$ cat src/rtl/probe_buffer_arbiter_pkg.sv
// Shared types and header layout for the probe buffer arbiter.
// The header word carries a tag, the source id and the running data-word count.
package probe_buffer_arbiter_pkg;

  typedef enum logic [1:0] {
    ST_IDLE = 2'd0,
    ST_HDR  = 2'd1,
    ST_DATA = 2'd2
  } state_t;

  localparam logic [15:0] HDR_MAGIC_DEFAULT = 16'hB0F0;

  localparam int HDR_MAGIC_LSB = 48;
  localparam int HDR_SRC_LSB   = 40;
  localparam int HDR_RSVD_LSB  = 32;
  localparam int HDR_COUNT_LSB = 0;

  function automatic logic [63:0] make_header(input logic [15:0] magic,
                                              input logic [7:0]  src,
                                              input logic [31:0] count);
    logic [63:0] h;
    h = '0;
    h[HDR_MAGIC_LSB +: 16] = magic;
    h[HDR_SRC_LSB   +: 8]  = src;
    h[HDR_RSVD_LSB  +: 8]  = 8'h00;
    h[HDR_COUNT_LSB +: 32] = count;
    return h;
  endfunction

endpackage

$ cat src/rtl/probe_buffer_arbiter_rr_picker.sv
// Combinational round-robin picker: first valid index strictly after ptr,
// wrapping modulo NUM_REQ.
module rr_picker #(
  parameter int NUM_REQ = 4,
  parameter int IDXW    = $clog2(NUM_REQ)
) (
  input  logic [NUM_REQ-1:0] valid,
  input  logic [IDXW-1:0]    ptr,
  output logic               any,
  output logic [IDXW-1:0]    index
);

  logic [IDXW-1:0] cand_idx [NUM_REQ];

  // cand_idx[gi] is the requester examined at priority position gi
  generate
    for (genvar gi = 0; gi < NUM_REQ; gi++) begin : g_cand
      logic [IDXW:0] sum;
      assign sum = {1'b0, ptr} + (IDXW+1)'(gi + 1);
      assign cand_idx[gi] = (sum >= (IDXW+1)'(NUM_REQ)) ?
                            IDXW'(sum - (IDXW+1)'(NUM_REQ)) : sum[IDXW-1:0];
    end
  endgenerate

  always_comb begin
    any   = 1'b0;
    index = '0;
    for (int k = NUM_REQ - 1; k >= 0; k--) begin
      if (valid[cand_idx[k]]) begin
        any   = 1'b1;
        index = cand_idx[k];
      end
    end
  end

endmodule

$ cat src/rtl/probe_buffer_arbiter.sv
// Round-robin arbiter funnelling probe words from NUM_REQ requesters into one
// probe-buffer write port, prefixing a header whenever the source changes.
module probe_buffer_arbiter
  import probe_buffer_arbiter_pkg::*;
#(
  parameter int          NUM_REQ   = 4,
  parameter int          MAX_BURST = 8,
  parameter logic [15:0] HDR_MAGIC = HDR_MAGIC_DEFAULT
) (
  input  logic                   clock,
  input  logic                   reset,
  input  logic                   enable,
  input  logic [NUM_REQ-1:0]     req_valid,
  input  logic [NUM_REQ*64-1:0]  req_data,
  output logic [NUM_REQ-1:0]     req_ready,
  output logic                   pb_wen,
  output logic [63:0]            pb_write,
  output logic [31:0]            word_count
);

  localparam int         IDXW       = $clog2(NUM_REQ);
  localparam logic [7:0] BURST_LAST = 8'(MAX_BURST - 1);

  state_t          state_reg, state_next;
  logic [IDXW-1:0] grant_reg, grant_next;
  logic [IDXW-1:0] rr_ptr_reg, rr_ptr_next;
  logic [IDXW-1:0] last_src_reg, last_src_next;
  logic            last_valid_reg, last_valid_next;
  logic [7:0]      burst_cnt_reg, burst_cnt_next;
  logic [31:0]     word_count_reg, word_count_next;
  logic            pb_wen_reg, pb_wen_next;
  logic [63:0]     pb_write_reg, pb_write_next;

  logic [NUM_REQ-1:0] ready_int;
  logic               end_burst;
  logic               pick_any;
  logic [IDXW-1:0]    pick_idx;
  logic [63:0]        req_word [NUM_REQ];

  generate
    for (genvar gi = 0; gi < NUM_REQ; gi++) begin : g_word
      assign req_word[gi] = req_data[64*gi +: 64];
    end
  endgenerate

  rr_picker #(
    .NUM_REQ (NUM_REQ),
    .IDXW    (IDXW)
  ) u_picker (
    .valid (req_valid),
    .ptr   (rr_ptr_reg),
    .any   (pick_any),
    .index (pick_idx)
  );

  always_ff @(posedge clock) begin
    if (!reset) begin
      state_reg      <= ST_IDLE;
      grant_reg      <= '0;
      rr_ptr_reg     <= IDXW'(NUM_REQ - 1);
      last_src_reg   <= '0;
      last_valid_reg <= 1'b0;
      burst_cnt_reg  <= '0;
      word_count_reg <= '0;
      pb_wen_reg     <= 1'b0;
      pb_write_reg   <= '0;
    end else begin
      state_reg      <= state_next;
      grant_reg      <= grant_next;
      rr_ptr_reg     <= rr_ptr_next;
      last_src_reg   <= last_src_next;
      last_valid_reg <= last_valid_next;
      burst_cnt_reg  <= burst_cnt_next;
      word_count_reg <= word_count_next;
      pb_wen_reg     <= pb_wen_next;
      pb_write_reg   <= pb_write_next;
    end
  end

  always_comb begin
    state_next      = state_reg;
    grant_next      = grant_reg;
    rr_ptr_next     = rr_ptr_reg;
    last_src_next   = last_src_reg;
    last_valid_next = last_valid_reg;
    burst_cnt_next  = burst_cnt_reg;
    word_count_next = word_count_reg;
    pb_wen_next     = 1'b0;
    pb_write_next   = pb_write_reg;
    ready_int       = '0;
    end_burst       = 1'b0;

    case (state_reg)
      ST_IDLE: begin
        if (enable && pick_any) begin
          grant_next = pick_idx;
          // Continuing the same source needs no new header
          state_next = (!last_valid_reg || pick_idx != last_src_reg) ? ST_HDR : ST_DATA;
        end
      end
      ST_HDR: begin
        pb_wen_next   = 1'b1;
        pb_write_next = make_header(HDR_MAGIC, 8'(grant_reg), word_count_reg);
        state_next    = ST_DATA;
      end
      ST_DATA: begin
        ready_int[grant_reg] = enable;
        if (enable && req_valid[grant_reg]) begin
          pb_wen_next     = 1'b1;
          pb_write_next   = req_word[grant_reg];
          word_count_next = word_count_reg + 32'd1;
          if (burst_cnt_reg == BURST_LAST) begin
            end_burst = 1'b1;
          end else begin
            burst_cnt_next = burst_cnt_reg + 8'd1;
          end
        end else begin
          end_burst = 1'b1;
        end
        if (end_burst) begin
          state_next      = ST_IDLE;
          rr_ptr_next     = grant_reg;
          last_src_next   = grant_reg;
          last_valid_next = 1'b1;
          burst_cnt_next  = '0;
        end
      end
      default: begin
        state_next = ST_IDLE;
      end
    endcase
  end

  // Nothing may be consumed while reset is held, whatever the state register says
  assign req_ready  = reset ? ready_int : '0;
  assign pb_wen     = pb_wen_reg;
  assign pb_write   = pb_write_reg;
  assign word_count = word_count_reg;

endmodule

$ cat config.mk
export PLATFORM = sky130hd
export DESIGN_NAME = probe_buffer_arbiter
export DESIGN_NICKNAME = d
export VERILOG_FILES = /design/src/rtl/probe_buffer_arbiter_pkg.sv /design/src/rtl/probe_buffer_arbiter_rr_picker.sv /design/src/rtl/probe_buffer_arbiter.sv
export SDC_FILE = /design/constraint.sdc
export NUM_CORES = 1
export LEC_CHECK = 0
export ABC_CLOCK_PERIOD_IN_PS = 7300
export CORE_AREA = 2 2 142 144
export DETAILED_ROUTE_END_ITERATION = 10
export DIE_AREA = 0 0 144 146
export HOLD_SLACK_MARGIN = 0.12
export PLACE_DENSITY_LB_ADDON = 0.12
export RECOVER_POWER = 25
export SYNTH_ARGS = -nofsm -noshare
export SYNTH_HDL_FRONTEND = slang
export SYNTH_SLANG_ARGS = --single-unit
$ cat constraint.sdc
create_clock -name clock -period 7.3 [get_ports clock]
set_clock_uncertainty 0.15 [all_clocks]
set_input_delay 1.825 -clock clock [delete_from_list [all_inputs] [get_ports clock]]
set_output_delay 1.825 -clock clock [all_outputs]
set_load 0.005 [all_outputs]
Yosys cells after proc, flatten, opt, wreduce, memory -nomap -nowiden
Cells that the tools add are included.
{"block": "op_classes", "eq_ne": 8, "n_bitwise": 2, "reduce_logical": 14, "add_sub_neg": 10, "n_lt_le_gt_ge": 11, "muxes": 43}
{"operator": "$mux 64", "n": 3}
{"operator": "$bmux 64 s2", "n": 1}
{"operator": "$pmux 64 s2", "n": 1}
{"operator": "$add 32x1->32 const B", "n": 1}
{"operator": "$mux 8", "n": 3}
{"operator": "$mux 2", "n": 11}
{"operator": "$ge 3x3->1 const B", "n": 5}
{"operator": "$lt 2x3->1 const B", "n": 5}
{"operator": "$mux 1", "n": 14}
{"operator": "$bmux 1 s2", "n": 5}
{"operator": "$reduce_and 2->1", "n": 5}
{"operator": "$add 8x1->8 const B", "n": 1}
{"operator": "$eq 8x3->1 const B", "n": 1}
{"operator": "$mux 4", "n": 2}
{"operator": "$sub 2x1->2 const B", "n": 4}
{"operator": "$add 2x2->3 const B", "n": 2}
{"operator": "$ne 2x2->1 const B", "n": 3}
{"operator": "$pmux 2 s3", "n": 1}
{"operator": "$and 4x4->4", "n": 1}
{"operator": "$reduce_bool 2->1", "n": 2}
{"operator": "$add 2x1->3 const B", "n": 1}
{"operator": "$add 2x3->3 const B", "n": 1}
{"operator": "$logic_and 1x1->1", "n": 3}
{"operator": "$not 2->3", "n": 1}
{"operator": "other kinds (11)", "n": 11}
{"block": "word_totals", "wordCells": 97, "out_inout_bits": 101, "register_bits": 114, "in_bits": 263}

Longest topological paths before layout
Gate-level depths: netlist of the first run.
{"block": "logic_depth", "word_depth": 14, "mapped_depth": 10, "depth_no_buf": 7}

Modules after synthesis
From an unflattened synthesis of the first run, not the netlist that was laid out.
{"block": "unflattened", "hier_cells": 620, "area_unflattened_um2": 6432.4}
{"mod": "probe_buffer_arbiter", "seq_area_each_um2": 2282.2, "instances": 1, "cells_per_inst": 606, "area_each_um2": 6341.1}
{"mod": "rr_picker", "seq_area_each_um2": 0.0, "instances": 1, "cells_per_inst": 14, "area_each_um2": 91.3}

Least setup slack after synthesis of the first run
OpenSTA, ideal clock, no wires.
{"block": "synth_path", "path_kind": "input -> output", "start": "input reset", "end": "output req_ready[0]", "cell_stages": 3, "required_ps": 5325, "path_slack_ps": 2950, "arrival_time_ps": 2375, "path_cell_list": "clkbuf_1 -> nand2_1 -> nor3_1"}
{"block": "synth_between", "elab_chain_len": 1}
{"element": "start, declared", "line_no": "probe_buffer_arbiter.sv:11", "text": "input logic reset,"}
{"element": "$mux 4", "line_no": "probe_buffer_arbiter.sv:135", "text": "assign req_ready = reset ? ready_int : '0;"}
{"element": "end, declared", "line_no": "probe_buffer_arbiter.sv:15", "text": "output logic [NUM_REQ-1:0] req_ready,"}
Every way passes these cells.

Worst setup path after layout of the first run
Same ends and word-level chain as after synthesis.

==> results.yml, run 1 <==
die:
  die_w_um: 144
  initial_core_util_pct: 33.6
  ios: 364
  dieHeight_um: 146
  dieArea_mm2: 0.0210
  core-area_mm2: 0.0193
  rows: 51
run:
  max-cap-violations: 0
cells_and_area:
  fillers: 1751
  largest_register_ffs: 64
  layout.nets: 1245
  area_growth_pct: 68.1
  final_area_mm2: 0.0109
  utilization_pct: 56.4
  drive_above_1_share_pct: 12.1
clock_network:
  clockRootBuffer: "clkbuf_16"
  cts_resized: 0
  tritoncts: "yes"
  worstSkewPairLatency_ps: 410
  cts_buffers: 17
  htree_levels: 4
  postCtsSetupBuffers: 0
  ctsHoldBuffers: 0
  path_clk_slew_ps: 50
  cts_sinks: 114
  clock_path_buffers: 2
worst_setup_path:
  path_cells: "clkdlybuf4s50_1 -> buf_4 -> nand2_1 -> nor3_1 -> clkdlybuf4s50_1"
  cp_slowest_cell: "clkdlybuf4s50_1"
  worstPathArrival_ps: 3330
  cp_data_required_time_ps: 5330
  crit_top_cell: "clkdlybuf4s50_1"
  endpoint_kind: "output pin"
  worstSetupStartpointType: "primary input"
  critPathKind: "primary input to output pin"
  path_max_fanout: 15
  worst-path-buf-inv: 3
  r2r_start: "state_reg[0]"
  path_delay_family: "buffers and inverters"
  crit_path_start: "reset"
  rrSetupSlack_ps: 3610
  slowest_delay_ps: 540
synth:
  dominantRegCellSynth: "dfxtp_1"
  synth_area_per_cell_um2: 10.1
  ys_seq_area_share_pct: 35.2
  syn_nets: 911
  synth.yosys.warnings: 0
  synth_edf_count: 0
  synth_seq_cells: 114
  synth_cell_types: 52
  synth_cells: 643
  async_flop_share_pct: 0
  syn_area_mm2: 0.00649
global_routing:
  grt_overflow: 0
  grt_use_total_pct: 21.5
  antenna_found_initial: 2
  grt_start_max_net_pins: 71
  grt_pass1_vias: 6407
  grt_first_pass_wirelength_um: 34800
route:
  viasPerCell: 5.09
  first_pass_iters: 4
  drcViolationCount: 0
  wire_per_inst_um: 18.4
  antenna_left: 0
  vias: 6402
  drt_iter0_markers: 279
  wl_um: 23100
timing:
  tightest_slew_ps: 977
  fin_tns_setup_ps: 0
  fmax_mhz: 188
  drv_slew: 0
  period_share_pct: 72.7
  finalCriticalPeriod_ps: 5310
  layout_setup_ws_ps: 1990
  finalHoldViolCount: 0
  rsz0062_at_grt: "false"
  setup_viol: 0
  relSlewSlack_pct: 34.9
place:
  io_buffers: 363
  dp_hpwl_um: 17400
  pre_cts_ws_ps: 2000
  gp_congestion: 0.780
  placed_area_mm2: 0.0103
run_status:
  status: "complete, no violations"
pwr:
  leakage_nw: 3.79
  power_mw: 2.64
  irDropWorstVdd_mv: 0.165
  p_per_area_mw_per_mm2: 242
min_path:
  hp-class: "flip-flop to flip-flop"
  worstHoldStart: "last_valid_reg"
[path summary, 6_finish.rpt]
path | end | depth (start not counted)
worst max-delay path | req_ready[0] | 5
worst min-delay path | last_valid_reg | 2
worst max register to register | word_count[26] | 8
worst min register to register | last_valid_reg | 2
[routing by layer]
layer / share of wire [%] / wire length (µm) / global-route usage [%] / up-vias
met1: 39 / 8980 / 23.5 / 3017
met4: 1.6 / 371 / 6.96 / 0
li1: - / - / - / 3120
met5: 0 / 0 / 0 / -
met2: 51 / 11800 / 38.7 / 240
met3: 8.6 / 1980 / 7.01 / 25
[cell usage after synthesis, types with 11 or more instances]
master | instances | share of area [%]
dfxtp_1 | 114 | 35
nor2_1 | 92 | 5.3
buf_2 | 11 | 0.85
a22oi_1 | 23 | 2.7
clkbuf_1 | 38 | 2.2
mux2i_1 | 35 | 5.4
nand4_1 | 11 | 1.1
nand3_1 | 12 | 0.93
xnor2_1 | 15 | 2.0
a211oi_1 | 31 | 3.6
mux4_2 | 63 | 22
inv_1 | 11 | 0.64
nand2_1 | 36 | 2.1
a21oi_1 | 26 | 2.0
o21ai_0 | 21 | 1.6
[power by group]
group	leakage, nW	internal, mW	switching [mW]	total (mW)
clock	0.292	0.529	0.300	0.829
sequential	0.927	0.745	0.0973	0.843
combinational	2.57	0.542	0.422	0.964
[worst register-to-register path, cell delays in order, from the launching register on]
cell     delay [ps]
dfxtp_1         330
inv_1            90
ha_2            220
buf_4           580
and2b_2         310
a32o_2          840
nand4_1         520
or3_1           440
a21oi_1         140
[cells in the final DEF, fill, tap and decap left out, types with 23 or more instances in the layout]
| master | count |
|---|---|
| dlygate4sd3_1 | 53 |
| mux2i_1 | 35 |
| clkdlybuf4s50_1 | 310 |
| mux4_2 | 63 |
| a211oi_1 | 31 |
| nor2_1 | 92 |
| a22oi_1 | 23 |
| dfxtp_1 | 112 |
| nand2_1 | 36 |
| a21oi_1 | 25 |
[cell families after synthesis]
family	synth area share (%)
simple gates	15.0
compound gates	13.2
flops	35.2
mux	28.2
buf+inv	4.11
xor+xnor	3.38
fa+ha+maj	0.964
[final cells by class]
class                   instances  area [µm²]  share of cell area, %
multi-input cells             463        3960                   36.3
repair buffers                369        3680                   33.7
flip-flops and latches        114        2290                   21.0
clock buffers                  20         467                   4.28
well taps                     265         332                   3.04
clock inverters                12         131                   1.20
inverters                      12        46.3                  0.424
diodes                          2        5.00                 0.0459
[per-stage QoR]
step	hold WS (ps)	instances
after floorplan	276	643
after global placement	287	1223
after detailed placement	293	1223
after CTS	301	1255
after global routing	321	1257
final	299	1257
Note: power is estimated with default switching activity, not from simulation.
==> run 2, diff against run 1 <==
ABC_CLOCK_PERIOD_IN_PS = 4300   (was 7300)
CORE_AREA = 2 2 140 142   (was 2 2 142 144)
DIE_AREA = 0 0 142 144   (was 0 0 144 146)
clock period = 4.3 ns   (was 7.3 ns; I/O delays follow)
==> results.yml, run 2 (synthesis gave the netlist of run 1 again) <==
min_path:
  holdPathStages: 2
  hp-class: "flip-flop to flip-flop"
route:
  drt_iter0_markers: 219
  wl_um: 23200
  drcViolationCount: 0
  viasPerCell: 5.19
  antenna_left: 0
  wire_per_inst_um: 18.8
  vias: 6398
  first_pass_iters: 4
pwr:
  irDropWorstVdd_mv: 0.262
  p_per_area_mw_per_mm2: 409
  leakage_nw: 3.80
die:
  rows: 51
  initial_core_util_pct: 34.0
  dieHeight_um: 144
  dieArea_mm2: 0.0204
  core-area_mm2: 0.0191
  ios: 364
  die_w_um: 142
timing:
  setup_viol: 0
  period_share_pct: 87.7
  drv_slew: 0
  tightest_slew_ps: 885
  rsz0062_at_grt: "false"
  fmax_mhz: 265
  finalCriticalPeriod_ps: 3770
  relSlewSlack_pct: 41.0
  finalHoldViolCount: 0
  fin_tns_setup_ps: 0
worst_setup_path:
  endpoint_kind: "output pin"
  worstSetupStartpointType: "primary input"
  path_max_fanout: 7
  critPathKind: "primary input to output pin"
  rr_worst_depth: 5
  cp_data_required_time_ps: 3070
  worstPathArrival_ps: 2550
global_routing:
  grt_use_total_pct: 22.1
  grt_overflow: 0
  antenna_found_initial: 2
  grt_first_pass_wirelength_um: 34600
  grt_pass1_vias: 6324
  grt_start_max_net_pins: 52
cells_and_area:
  layout_common_cells: "310 x clkdlybuf4s50_1, 112 x dfxtp_1, 92 x nor2_1, 63 x mux4_2, 53 x dlygate4sd3_1"
  final_area_mm2: 0.0109
  layout.nets: 1248
  largest_register_ffs: 64
  final_common_cell: "clkdlybuf4s50_1"
  drive_above_1_share_pct: 12.2
  area_growth_pct: 68.2
  instances_no_fill: 1232
clock_network:
  postCtsSetupBuffers: 0
  cts_sinks: 114
  ctsHoldBuffers: 0
  htree_levels: 4
  cts_buffers: 17
  path_clk_slew_ps: 50
  tritoncts: "yes"
  cts_resized: 0
  clock_path_buffers: 2
  worstSkewPairLatency_ps: 410
  clockRootBuffer: "clkbuf_16"
run:
  max-cap-violations: 0
place:
  placed_area_mm2: 0.0103
  dp_hpwl_um: 17900
  gp_congestion: 0.793
  io_buffers: 363
  placed_cells: 1199
run_status:
  status: "complete, no violations"
-- run 2: worst paths after layout --
path | start | endpoint | slack, ps
worst max register to register | grant_reg[0] | pb_write[40] | 1470
worst min register to register | last_valid_reg | last_valid_reg | 300
worst max-delay path | enable | req_ready[0] | 530
worst min-delay path | last_valid_reg | last_valid_reg | 300
-- run 2: metrics by stage --
| step | setup WS, ps | total power [mW] | hold slack, ps | utilization (%) |
|---|---|---|---|---|
| 2_1_floorplan | 1450 | 2.32 | 276 | - |
| 3_3_place_gp | 558 | 3.17 | 290 | 54.1 |
| 3_5_place_dp | 544 | 3.19 | 293 | 54.1 |
| 4_1_cts | 536 | 4.59 | 301 | 57.2 |
| 5_1_grt | 449 | 4.74 | 321 | 57.2 |
| 6_report | 528 | 4.47 | 299 | 57.2 |
-- run 2: cell type report --
type | count | area, µm²
fill | 1736 | 8170
multi-input combinational | 463 | 3970
timing repair buffer | 372 | 3730
sequential | 114 | 2290
clock buffer | 23 | 509
tap | 238 | 298
clock inverter | 8 | 75.1
inverter | 12 | 46.3
antenna | 2 | 5.00
-- run 2: critical path, cell delays in order --
cell and delay (ps):
clkdlybuf4s50_1 640, nand2_1 110, nor3_1 190, clkdlybuf4s50_1 530
-- run 2: layer usage --
layer | share of wire [%] | vias up | GRT usage [%]
li1 | - | 3113 | -
met1 | 38 | 3014 | 24.6
met2 | 50 | 248 | 38.4
met3 | 10 | 21 | 10.0
met4 | 1.4 | 2 | 5.89
met5 | 0.056 | - | 0
-- run 2: power by group --
group,switching (mW),internal (mW),leakage (nW)
Sequential,0.133,1.27,0.927
Combinational,0.748,0.939,2.60
Clock,0.500,0.883,0.278
Total,1.38,3.09,3.80
